==> src/rtl/fpalu_pkg.sv <==
`default_nettype none
// ============================================================================
// Module      : fpalu_pkg
// Description : Shared encodings for the FP add/mul scheduler.
// Revision    : 1.0
// ============================================================================
package fpalu_pkg;

    localparam int FP_W = 32;

    localparam logic [1:0] S_IDLE = 2'd0;
    localparam logic [1:0] S_EXEC = 2'd1;
    localparam logic [1:0] S_RESP = 2'd2;

    localparam logic OP_ADD = 1'b0;
    localparam logic OP_MUL = 1'b1;

    typedef enum logic [1:0] {
        ST_IDLE = S_IDLE,
        ST_EXEC = S_EXEC,
        ST_RESP = S_RESP
    } state_e;

endpackage
`default_nettype wire

==> src/rtl/fpalu_rr_arb.sv <==
`default_nettype none
// ============================================================================
// Module      : fpalu_rr_arb
// Description : Combinational 2-way round-robin arbiter; history kept by parent.
// Revision    : 1.0
// ============================================================================
module fpalu_rr_arb (
    input  logic [1:0] valid,
    input  logic       last_grant,
    output logic [1:0] grant
);

    always_comb begin
        grant = 2'b00;
        case (valid)
            2'b01:   grant = 2'b01;
            2'b10:   grant = 2'b10;
            // On a tie the requester that was not served last wins.
            2'b11:   grant = last_grant ? 2'b01 : 2'b10;
            default: grant = 2'b00;
        endcase
    end

endmodule
`default_nettype wire

==> src/rtl/fpalu_sched.sv <==
`default_nettype none
// ============================================================================
// Module      : fpalu_sched
// Description : Two-client scheduler for one shared FP add/mul datapath.
// Revision    : 1.0
// ============================================================================
module fpalu_sched
    import fpalu_pkg::*;
#(
    parameter int LAT = 2,
    parameter int CW  = 2
) (
    input  logic            clock,
    input  logic            reset,
    input  logic            req0_valid,
    output logic            req0_ready,
    input  logic [FP_W-1:0] req0_a,
    input  logic [FP_W-1:0] req0_b,
    input  logic            req0_op,
    input  logic            req1_valid,
    output logic            req1_ready,
    input  logic [FP_W-1:0] req1_a,
    input  logic [FP_W-1:0] req1_b,
    input  logic            req1_op,
    output logic [FP_W-1:0] alu_a,
    output logic [FP_W-1:0] alu_b,
    output logic            alu_op,
    input  logic [FP_W-1:0] alu_result,
    input  logic            alu_overflow,
    output logic            rsp_valid,
    input  logic            rsp_ready,
    output logic            rsp_id,
    output logic [FP_W-1:0] rsp_result,
    output logic            rsp_overflow,
    output logic            busy
);

    localparam logic [CW-1:0] CNT_LAST = CW'(LAT - 1);

    state_e          state_q, state_d;
    logic [CW-1:0]   cnt_q, cnt_d;
    logic            last_grant_q, last_grant_d;
    logic [FP_W-1:0] alu_a_q, alu_a_d;
    logic [FP_W-1:0] alu_b_q, alu_b_d;
    logic            alu_op_q, alu_op_d;
    logic            rsp_valid_q, rsp_valid_d;
    logic            rsp_id_q, rsp_id_d;
    logic [FP_W-1:0] rsp_result_q, rsp_result_d;
    logic            rsp_overflow_q, rsp_overflow_d;

    logic [1:0]      grant;
    logic [1:0]      hs;

    fpalu_rr_arb u_arb (
        .valid      ({req1_valid, req0_valid}),
        .last_grant (last_grant_q),
        .grant      (grant)
    );

    // Grant is only exposed while idle; grant already implies valid.
    assign hs         = (state_q == ST_IDLE) ? grant : 2'b00;
    assign req0_ready = hs[0];
    assign req1_ready = hs[1];

    always_comb begin
        state_d        = state_q;
        cnt_d          = cnt_q;
        last_grant_d   = last_grant_q;
        alu_a_d        = alu_a_q;
        alu_b_d        = alu_b_q;
        alu_op_d       = alu_op_q;
        rsp_valid_d    = rsp_valid_q;
        rsp_id_d       = rsp_id_q;
        rsp_result_d   = rsp_result_q;
        rsp_overflow_d = rsp_overflow_q;

        case (state_q)
            ST_IDLE: begin
                if (hs != 2'b00) begin
                    alu_a_d      = hs[1] ? req1_a  : req0_a;
                    alu_b_d      = hs[1] ? req1_b  : req0_b;
                    alu_op_d     = hs[1] ? req1_op : req0_op;
                    rsp_id_d     = hs[1];
                    last_grant_d = hs[1];
                    cnt_d        = '0;
                    state_d      = ST_EXEC;
                end
            end
            ST_EXEC: begin
                if (cnt_q == CNT_LAST) begin
                    rsp_result_d   = alu_result;
                    rsp_overflow_d = alu_overflow;
                    rsp_valid_d    = 1'b1;
                    state_d        = ST_RESP;
                end else begin
                    cnt_d = cnt_q + CW'(1);
                end
            end
            ST_RESP: begin
                if (rsp_ready) begin
                    rsp_valid_d = 1'b0;
                    state_d     = ST_IDLE;
                end
            end
            default: state_d = ST_IDLE;
        endcase
    end

    always_ff @(posedge clock or posedge reset) begin
        if (reset) begin
            state_q        <= ST_IDLE;
            cnt_q          <= '0;
            last_grant_q   <= 1'b1;
            alu_a_q        <= '0;
            alu_b_q        <= '0;
            alu_op_q       <= 1'b0;
            rsp_valid_q    <= 1'b0;
            rsp_id_q       <= 1'b0;
            rsp_result_q   <= '0;
            rsp_overflow_q <= 1'b0;
        end else begin
            state_q        <= state_d;
            cnt_q          <= cnt_d;
            last_grant_q   <= last_grant_d;
            alu_a_q        <= alu_a_d;
            alu_b_q        <= alu_b_d;
            alu_op_q       <= alu_op_d;
            rsp_valid_q    <= rsp_valid_d;
            rsp_id_q       <= rsp_id_d;
            rsp_result_q   <= rsp_result_d;
            rsp_overflow_q <= rsp_overflow_d;
        end
    end

    assign alu_a        = alu_a_q;
    assign alu_b        = alu_b_q;
    assign alu_op       = alu_op_q;
    assign rsp_valid    = rsp_valid_q;
    assign rsp_id       = rsp_id_q;
    assign rsp_result   = rsp_result_q;
    assign rsp_overflow = rsp_overflow_q;
    assign busy         = (state_q != ST_IDLE);

endmodule
`default_nettype wire
==> config.mk <==
export PLATFORM = sky130hd
export DESIGN_NAME = fpalu_sched
export DESIGN_NICKNAME = d
export VERILOG_FILES = /design/src/rtl/fpalu_pkg.sv /design/src/rtl/fpalu_rr_arb.sv /design/src/rtl/fpalu_sched.sv
export SDC_FILE = /design/constraint.sdc
export NUM_CORES = 1
export LEC_CHECK = 0
export ABC_AREA = 1
export BUFFER_PORTS_ARGS = -buffer_cell sky130_fd_sc_hd__buf_2
export CAP_MARGIN = 20
export CORE_AREA = 10 10 128 130
export CTS_CLUSTER_SIZE = 40
export DETAILED_ROUTE_END_ITERATION = 10
export DIE_AREA = 0 0 138 140
export PLACE_DENSITY = 0.7
export SLEW_MARGIN = 20
export SYNTH_ARGS = -nofsm -noshare
export SYNTH_HDL_FRONTEND = slang
export SYNTH_SLANG_ARGS = --single-unit
==> constraint.sdc <==
create_clock -name clock -period 4.2 [get_ports clock]
set_clock_uncertainty 0.1 [all_clocks]
set_input_delay 0.21 -clock clock [delete_from_list [all_inputs] [get_ports clock]]
set_output_delay 0.21 -clock clock [all_outputs]
set_load 0.01 [all_outputs]
==> results of run 1 <==
[through the flow]
stage                     cell area, µm²  power, mW  cells  hold slack, ns  setup WS [ns]
final                               7360       5.13   1192         0.00778           1.61
after global routing                7360       5.56   1192         0.00269           1.46
after CTS                           7340       5.19   1191        0.000315           1.60
after detailed placement            6820       4.37   1152           0.344           1.94
after global placement              6820       4.33   1152           0.331           2.00
after floorplan                     5400       3.37    746           0.217           1.13
[worst max-delay path, delay by kind of cell (launching register included)]
family / cells / cell delay [ns]
flops: 1 / 0.46
simple gates: 2 / 0.30
buf+inv: 4 / 1.11
[layout make-up]
cell class	count	area (µm²)	area share [%]
clock buffers	12	256	3.49
flip-flops and latches	105	2630	35.7
inverters	137	522	7.09
well taps	180	225	3.06
clock inverters	2	15.0	0.204
multi-input cells	451	2030	27.6
repair buffers	305	1680	22.8
[sequential cells by signal, summed over array words and instances (netlist names), 2 cells and up]
signal and cells:
cnt_q 2, alu_b 32, alu_a 32, rsp_result 32
state_q 2
[routing by layer]
| metal | part of all wire, % | GRT usage [%] | up-vias |
|---|---|---|---|
| met5 | 0 | 0 | - |
| met4 | 2.5 | 6.83 | 0 |
| met3 | 6.3 | 3.85 | 30 |
| met2 | 50 | 32.1 | 229 |
| met1 | 41 | 22.9 | 2572 |
| li1 | - | - | 2832 |
[kinds of logic after synthesis]
family	after synthesis	synth area share (%)
and+or+nand+nor	446	36.7
buffers and inverters	190	13.9
DFF	105	48.7
AOI/OAI and AO/OA	4	0.486
adders and majority gates	1	0.232
[power breakdown]
group,leakage [nW],switching (mW),total (mW),internal [mW]
clock network,0.127,0.349,0.778,0.428
registers,1.28,0.268,1.80,1.53
logic,3.14,1.68,2.56,0.877
[final timing paths]
kind	from	to	slack [ns]
max in group asynchronous	reset	rsp_valid$_DFFE_PP0P_	2.73
min reg2reg	rsp_result[24]$_DFFE_PP0P_	rsp_result[24]$_DFFE_PP0P_	0.37
min in group asynchronous	reset	rsp_overflow$_DFFE_PP0P_	0.40
max	state_q[1]$_DFFE_PP0P_	req1_ready	1.61
min	alu_result[15]	rsp_result[15]$_DFFE_PP0P_	0.008
max reg2reg	state_q[1]$_DFFE_PP0P_	alu_a[15]$_DFFE_PP0P_	2.02
[repair_timing]
item / in CTS / in global routing
resized for setup: 0 / 0
hold endpoints to repair: 25 / 71
hold buffers: 25 / 1
[synthesized netlist by cell type, drive strengths merged]
cell / count
nand2: 275
inv: 137
dfrtp: 104
nand3: 101
nand4: 65
buf: 28
clkbuf: 25
nor2: 3
o21ai: 3
nor3: 2
a211oi: 1
dfstp: 1
ha: 1
==> metrics, run 1 <==
outcome finished clean; slowest CP cell buf_4; Clock Latency Late Sink 0.34 ns; Mapped Cells between 700 and 800; fin crit share 61.6%; most frequent cells in the layout 273 x nand2_1, 270 x buf_2, 135 x inv_1, 104 x dfrtp_1, 100 x nand3_1; Peak VDD IR about 0.41 mV; Pins Over Slew Limit 0; Layout area overhead 36.3%; placer congestion estimate 0.815; Post-DP HPWL approximately 13000 µm; Avg Cell Area, Syn 7.24 µm²; Pleak 4.55 nW; Hold/Removal Path Class in -> reg; Initial Utilization between 30% and 40%; RSZ-0062 raised after global routing no; Max transition margin 49.7%; YS warnings 0; pin count of the biggest net entering global routing 79; 1st-iter DRT viols around 370; DRC errors left 0; Pre-Repair DR Iteration Count 5; Final nets about 1200; initial antenna violation count 0; largest cells by area after synthesis dfrtp_1 48%, nand2_1 19%, inv_1 9.5%; drt total wl 19000 µm; Ant. Diodes 0; Fin. Hold Viols 0; IO buf count 270; Sink Count around 110; Syn Std Cell Area 5400 µm²; layout cells sized above 1 29.7%; WS Path Type reg -> out; H-tree depth 3; I/O Pins around 270; CTS Buffer Depth 2; post-synth cell types 21; via count 5663; GRT overflow 0; average via count per standard cell about 4.8; Final Critical Period approximately 2.6 ns; sequential share of the synthesized area between 40% and 50%; Seq cells post-synth 105; Rows 43; most common cell after layout, fill and taps aside nand2_1; reg2reg path depth 7; first-pass GRT wire length approximately 30000 µm; most used cell along the critical path buf_4; Worst Tran Pin Value between 0.7 and 0.8 ns; die height ~140 µm; vias in the first global route around 5500; Die Wd around 140 µm; total track usage 18.8%; Final setup viols 0; critical path startpoint category flop; CP Data Required Time 3.89 ns; final core occ 53.4%; CORE AREA about 14000 µm²; Cell Pwr Density 697 nW/µm²; worst hold path depth 3; crit-path cells nor2_4, buf_4, nand3_2, buf_4, inv_1, buf_2; CTS tree built; fillcell total around 1400; clock-pin slew on the worst setup and hold paths ~0.060 ns; antenna-violating nets left 0; Die Area 19300 µm²; post-CTS setup buffers 0; Max Cap Viol 0; CP Data Arrival Time about 2.3 ns; Root Driver clkbuf_16; TNS Setup 0 ns; Net Count, Synth between 900 and 1000; Num CTS Buffers 9; Wirelength per Cell between 15 and 20 µm; CP peak stage delay slightly below 0.6 ns; crit-path max FO 67; max frequency around 0.39 GHz; Worst Setup End Kind output port; post-synth top area share 48.2%; Synth area leader dfrtp_1
Note: power is estimated with default switching activity, not from simulation.
==> run 2, diff against run 1 <==
- clock period: 4.2 -> 2.55 ns (I/O delays scaled with it)
==> run 2 against run 1 <==
  * Routed wire length is 12% higher
  * Via count rose by 11%
  * Final area rose by 15%
  * First-iteration DRC count increased by 28%
  * Utilization grew 7.8 points
==> metrics, run 2 (synthesis results as in run 1) <==
Fin. Hold Viols 0; GRT overflow 0; Peak VDD IR around 0.5 mV; CTS tree built; Layout area overhead 56.0%; Sink Count roughly 110; H-tree depth 3; total track usage between 20% and 30%; slowest CP cell dlygate4sd3_1; placer congestion estimate around 0.85; Max Cap Viol 0; Pleak 5.00 nW; Post-DP HPWL between 10000 and 15000 µm; 1st-iter DRT viols ~470; pin count of the biggest net entering global routing 70; RSZ-0062 raised after global routing no; first-pass GRT wire length roughly 34000 µm; Final nets 1273; CP Data Required Time between 2 and 3 ns; drt total wl 21200 µm; Hold/Removal Path Class in -> reg; Max transition margin between 40% and 50%; Final setup viols 0; Layout Cells excl Fill 1295; Final Critical Period between 2 and 2.5 ns; worst hold path depth 5; outcome finished clean; reg2reg path depth 7; placed insts about 1200; vias in the first global route about 6400; IO buf count 270; WS Path Type reg -> reg; CP Buf/Inv Count 3; worst r2r dst alu_a[27]$_DFFE_PP0P_; TNS Setup 0 ns; fin crit share between 80 and 90%; Worst Setup End Kind flop; crit-path cells nor2_4, o21ai_4, inv_2, buf_12, nand3_1, dlygate4sd3_1, nand2_1; CTS Buffer Depth 2; most frequent cells in the layout 274 x nand2_1, 270 x buf_2, 135 x inv_1, 115 x dlygate4sd3_1, 104 x dfrtp_1; crit-path max FO between 50 and 60; Worst Tran Pin Value 0.753 ns; hold path startpoint req1_a[2]; Cell Pwr Density around 1100 nW/µm²; average via count per standard cell a little under 5; CP Data Arrival Time 2.31 ns; FF-to-FF setup slack between 0.4 and 0.5 ns; Reg2Reg Launch Point state_q[1]$_DFFE_PP0P_; max frequency around 0.47 GHz; Pins Over Slew Limit 0; CORE AREA between 10000 and 15000 µm²; Rows 43; clock-pin slew on the worst setup and hold paths ~0.07 ns; Hold Path End alu_a[2]$_DFFE_PP0P_; initial antenna violation count 6; critical path's top delay family buffers and inverters; Die Wd 138 µm; antenna-violating nets left 0; Die Area 19300 µm²; I/O Pins ~270; most common cell after layout, fill and taps aside nand2_1; layout cells sized above 1 27.8%; Initial Utilization between 30 and 40%; Wirelength per Cell roughly 16 µm; Pre-Repair DR Iteration Count 5; CP peak stage delay between 0.5 and 0.6 ns; DRC errors left 0; die height 140 µm; Clock Latency Late Sink 0.35 ns; via count 6291; critical path startpoint category flop; Num CTS Buffers 9; Root Driver clkbuf_16
==> run 2: cell count changes in the layout (fill, tap and decap cells not counted) <==
cell,previous run,this run
nand2_2,2,1
bufinv_16,0,3
inv_2,0,1
inv_6,1,0
buf_12,0,4
diode_2,0,6
inv_4,1,0
clkinv_2,0,1
buf_4,9,11
nand2_1,273,274
clkbuf_8,2,1
dlygate4sd3_1,26,115
==> run 2: worst max path at each step <==
| stage | slack (ns) | endpoint | from | cells after the start |
|---|---|---|---|---|
| floorplan | 0.98 | req0_ready | state_q[1]$_DFFE_PP0P_ | 5 |
| global placement | 0.48 | alu_a[21]$_DFFE_PP0P_ | state_q[1]$_DFFE_PP0P_ | 6 |
| detailed placement | 0.42 | alu_a[4]$_DFFE_PP0P_ | state_q[1]$_DFFE_PP0P_ | 6 |
| CTS | 0.11 | alu_a[26]$_DFFE_PP0P_ | state_q[1]$_DFFE_PP0P_ | 7 |
| global route | 0.27 | alu_a[25]$_DFFE_PP0P_ | state_q[1]$_DFFE_PP0P_ | 7 |
| finish | 0.44 | alu_a[27]$_DFFE_PP0P_ | state_q[1]$_DFFE_PP0P_ | 7 |
==> run 2: cell type report <==
class / instances / area [µm²]
Antenna cell: 6 / 15.0
Clock buffer: 11 / 243
Clock inverter: 5 / 103
Fill cell: 1240 / 5350
Inverter: 137 / 518
Multi-Input combinational cell: 451 / 2030
Sequential cell: 105 / 2630
Tap cell: 180 / 225
Timing Repair Buffer: 400 / 2670
==> run 2: power by group <==
| group | switching, mW | internal, mW | total, mW |
|---|---|---|---|
| Combinational | 2.83 | 1.65 | 4.48 |
| Clock | 0.624 | 0.985 | 1.61 |
| Sequential | 0.455 | 2.52 | 2.97 |
==> run 2: per-stage QoR <==
step	util, %	setup slack [ns]	hold WS, ns	area (µm²)	total power, mW
floorplan	-	0.976	0.135	5400	5.55
global placement	50.1	0.485	0.182	6900	7.19
detailed placement	50.1	0.425	0.180	6900	7.26
CTS	61.0	0.114	0.000356	8400	9.05
global route	61.1	0.269	0.00688	8420	9.77
finish	61.2	0.435	0.00443	8430	9.06
==> run 2: per-layer routing <==
metal,GRT usage (%),vias to the layer above,routed length [µm]
met2,35.2,304,10400
li1,-,3035,-
met3,5.58,71,1430
met5,0,-,18
met1,23.9,2879,8300
met4,11.9,2,1060
==> run 2: repair_timing <==
action,in CTS,in global routing
endpoints found under the setup margin,0,4
resized for setup,0,0
hold endpoints to repair,125,0
setup buffers,0,2
hold buffers,115,0
==> run 2: worst min-delay path: stages <==
cell     delay, ns
buf_2         0.07
inv_1         0.03
nand4_1       0.07
nand3_1       0.07
nand2_1       0.05
==> run 3, diff against run 2 <==
- ABC_AREA: 1 -> 0
- CORE_AREA: 10 10 128 130 -> 10 10 125 127
- DIE_AREA: 0 0 138 140 -> 0 0 135 137
- PLACE_DENSITY: 0.7 -> 0.71
- clock period: 2.55 -> 2 ns (I/O delays scaled with it)
==> run 3 against run 2 <==
  * Synthesized cell count down 45%
  * Setup slack lost 0.32 ns
  * Flip-flop and latch count did not move
  * Via count down 25%
  * Final cell count is 33% lower
  * Largest cell class is now flip-flops and latches
==> metrics, run 3 <==
cell count along the critical path 5; most frequent cells in the layout 270 x buf_2, 104 x dfrtp_1, 65 x nor3b_1, 65 x and4_1, 65 x a221o_1; critical path's top delay family flip-flops; Synth area leader dfrtp_1; Clock Latency Late Sink ~0.34 ns; Final Power approximately 11 mW; Pins Over Slew Limit 0; Die Wd 135 µm; critical path startpoint category flop; CTS Buffer Depth 2; reg2reg path depth 4; crit-path cells nor2_4, nand3_2, buf_12, inv_1, buf_2; initial antenna violation count 2; Post-DP HPWL between 10000 and 15000 µm; CP Data Required Time roughly 1.8 ns; die height 137 µm; H-tree depth 3; placed insts between 800 and 900; Sink Count about 110; Max Cap Viol 0; Net Count, Synth around 580; layout cells sized above 1 about half; Final Critical Period 1.88 ns; cell with the most instances after synthesis dfrtp_1; Initial Utilization around 39%; Place WS between 0.3 and 0.4 ns; antenna-violating nets left 0; largest cells by area after synthesis dfrtp_1 50%, a221o_1 13%, and4_1 11%; DRC errors left 0; fin crit share a little over nine tenths; final core occ a little under three fifths; Peak VDD IR 0.764 mV; hold path startpoint req1_a[4]; post-CTS setup buffers 0; YS warnings 0; Final nets 860; Fin. Hold Viols 0; most common cell after layout, fill and taps aside buf_2; Worst Setup End Kind output port; vias in the first global route between 5000 and 6000; CP Buf/Inv Count 3; Rows 42; worst r2r dst alu_b[27]$_DFFE_PP0P_; crit-path max FO between 40 and 50; Worst Tran Pin Value 0.533 ns; placer congestion estimate around 0.83; post-synth top area share about half; Post-synth EDFFs 0; RSZ-0062 raised after global routing no; outcome finished clean; pin count of the biggest net entering global routing between 100 and 150; sequential share of the synthesized area approximately half; TNS Setup 0 ns; 1st-iter DRT viols 268; Seq cells post-synth 105; Pleak around 3.5 nW; average via count per standard cell between 5 and 6; WS Path Type reg -> out; GRT overflow 0; I/O Pins between 200 and 300; Avg Cell Area, Syn about 13 µm²; CTS tree built; post-synth cell types 26; Layout area overhead 41.9%; CORE AREA approximately 13000 µm²; worst hold margin about 0.011 ns; first-pass GRT wire length approximately 28000 µm; fillcell total 1081; most frequent cells after synthesis 104 x dfrtp_1, 65 x a221o_1, 65 x and4_1, 65 x nor3b_1, 33 x mux2_2; FF-to-FF setup slack approximately 0.31 ns; slowest CP cell dfrtp_1; clock-pin slew on the worst setup and hold paths about 0.08 ns; setup slack after layout roughly 0.12 ns; Hold Path End alu_a[4]$_DFFE_PP0P_; placed cell area ~6700 µm²; Wirelength per Cell roughly 21 µm; Root Driver clkbuf_16; max frequency 0.531 GHz; Syn Std Cell Area a little over 5000 µm²; drt total wl 18100 µm; total track usage 19.0%; Die Area between 15000 and 20000 µm²; CP peak stage delay around 0.46 ns; Hold/Removal Path Class in -> reg; via count 4713; Cell Pwr Density about 1500 nW/µm²; Max transition margin around 64%; Post-synth top flop dfrtp_1; Reg2Reg Launch Point state_q[0]$_DFFE_PP0P_; final instance area approximately 7300 µm²; CP Data Arrival Time ~1.7 ns; Pre-Repair DR Iteration Count 4; Layout Cells excl Fill 873; Final setup viols 0; Mapped Cells ~410; IO buf count 270; worst hold path depth 3; Num CTS Buffers 9; Post-synth ARST share between 90% and 100%
==> run 3: cell count changes after synthesis, sizes merged, moves of 3 or more <==
cell	previous run	this run
a221o	0	65
nand4	65	0
mux2	0	33
nor3b	0	65
inv	137	6
nand2	275	4
and4	0	65
clkbuf	25	22
nand3	101	1
==> run 3: metal layers <==
layer	up-vias	share of wire (%)	track usage [%]
li1	2194	-	-
met4	2	0.92	4.96
met2	212	49	32.9
met3	16	10	6.67
met1	2289	40	21.9
met5	-	0.077	0
==> run 3: cell families after synthesis <==
logic type | synth area share, %
AND/OR/NAND/NOR | 21.7
adder cells (fa/ha/maj) | 0.243
AO/OA/AOI/OAI | 13.8
multiplexers | 7.40
flip-flops | 51.0
buffers and inverters | 5.89
==> run 3: how the worst max path moves through the flow <==
stage / slack [ns] / endpoint / startpoint
2_1_floorplan: 0.44 / alu_b[0]$_DFFE_PP0P_ / last_grant_q$_DFFE_PP1P_
3_3_place_gp: 0.35 / alu_b[15]$_DFFE_PP0P_ / last_grant_q$_DFFE_PP1P_
3_5_place_dp: 0.31 / alu_a[8]$_DFFE_PP0P_ / state_q[0]$_DFFE_PP0P_
4_1_cts: 0.06 / req1_ready / last_grant_q$_DFFE_PP1P_
5_1_grt: 0.001 / req1_ready / state_q[0]$_DFFE_PP0P_
6_report: 0.12 / req1_ready / state_q[0]$_DFFE_PP0P_
==> run 3: report_power, final <==
part | switching [mW] | internal (mW) | leakage (nW)
combinational | 2.89 | 2.67 | 2.08
clock | 0.801 | 0.894 | 0.133
sequential | 0.664 | 3.25 | 1.24
==> run 3: worst min-delay path, stage by stage <==
cell and delay (ns):
buf_2 0.07, and4_1 0.16, a221o_1 0.10
==> run 3: cell type report <==
type,count,area (µm²),share of cell area (%)
clock inverters,6,51.3,0.701
flip-flops and latches,105,2630,35.9
inverters,6,26.3,0.359
repair buffers,320,1900,26.0
well taps,176,220,3.01
clock buffers,10,239,3.27
diodes,1,2.50,0.0342
multi-input cells,249,2250,30.7
==> run 3: timing repair <==
action | CTS | global route
endpoints found under the hold margin | 139 | 0
hold buffers | 35 | 0
resized for setup | 0 | 1
endpoints found under the setup margin | 0 | 1
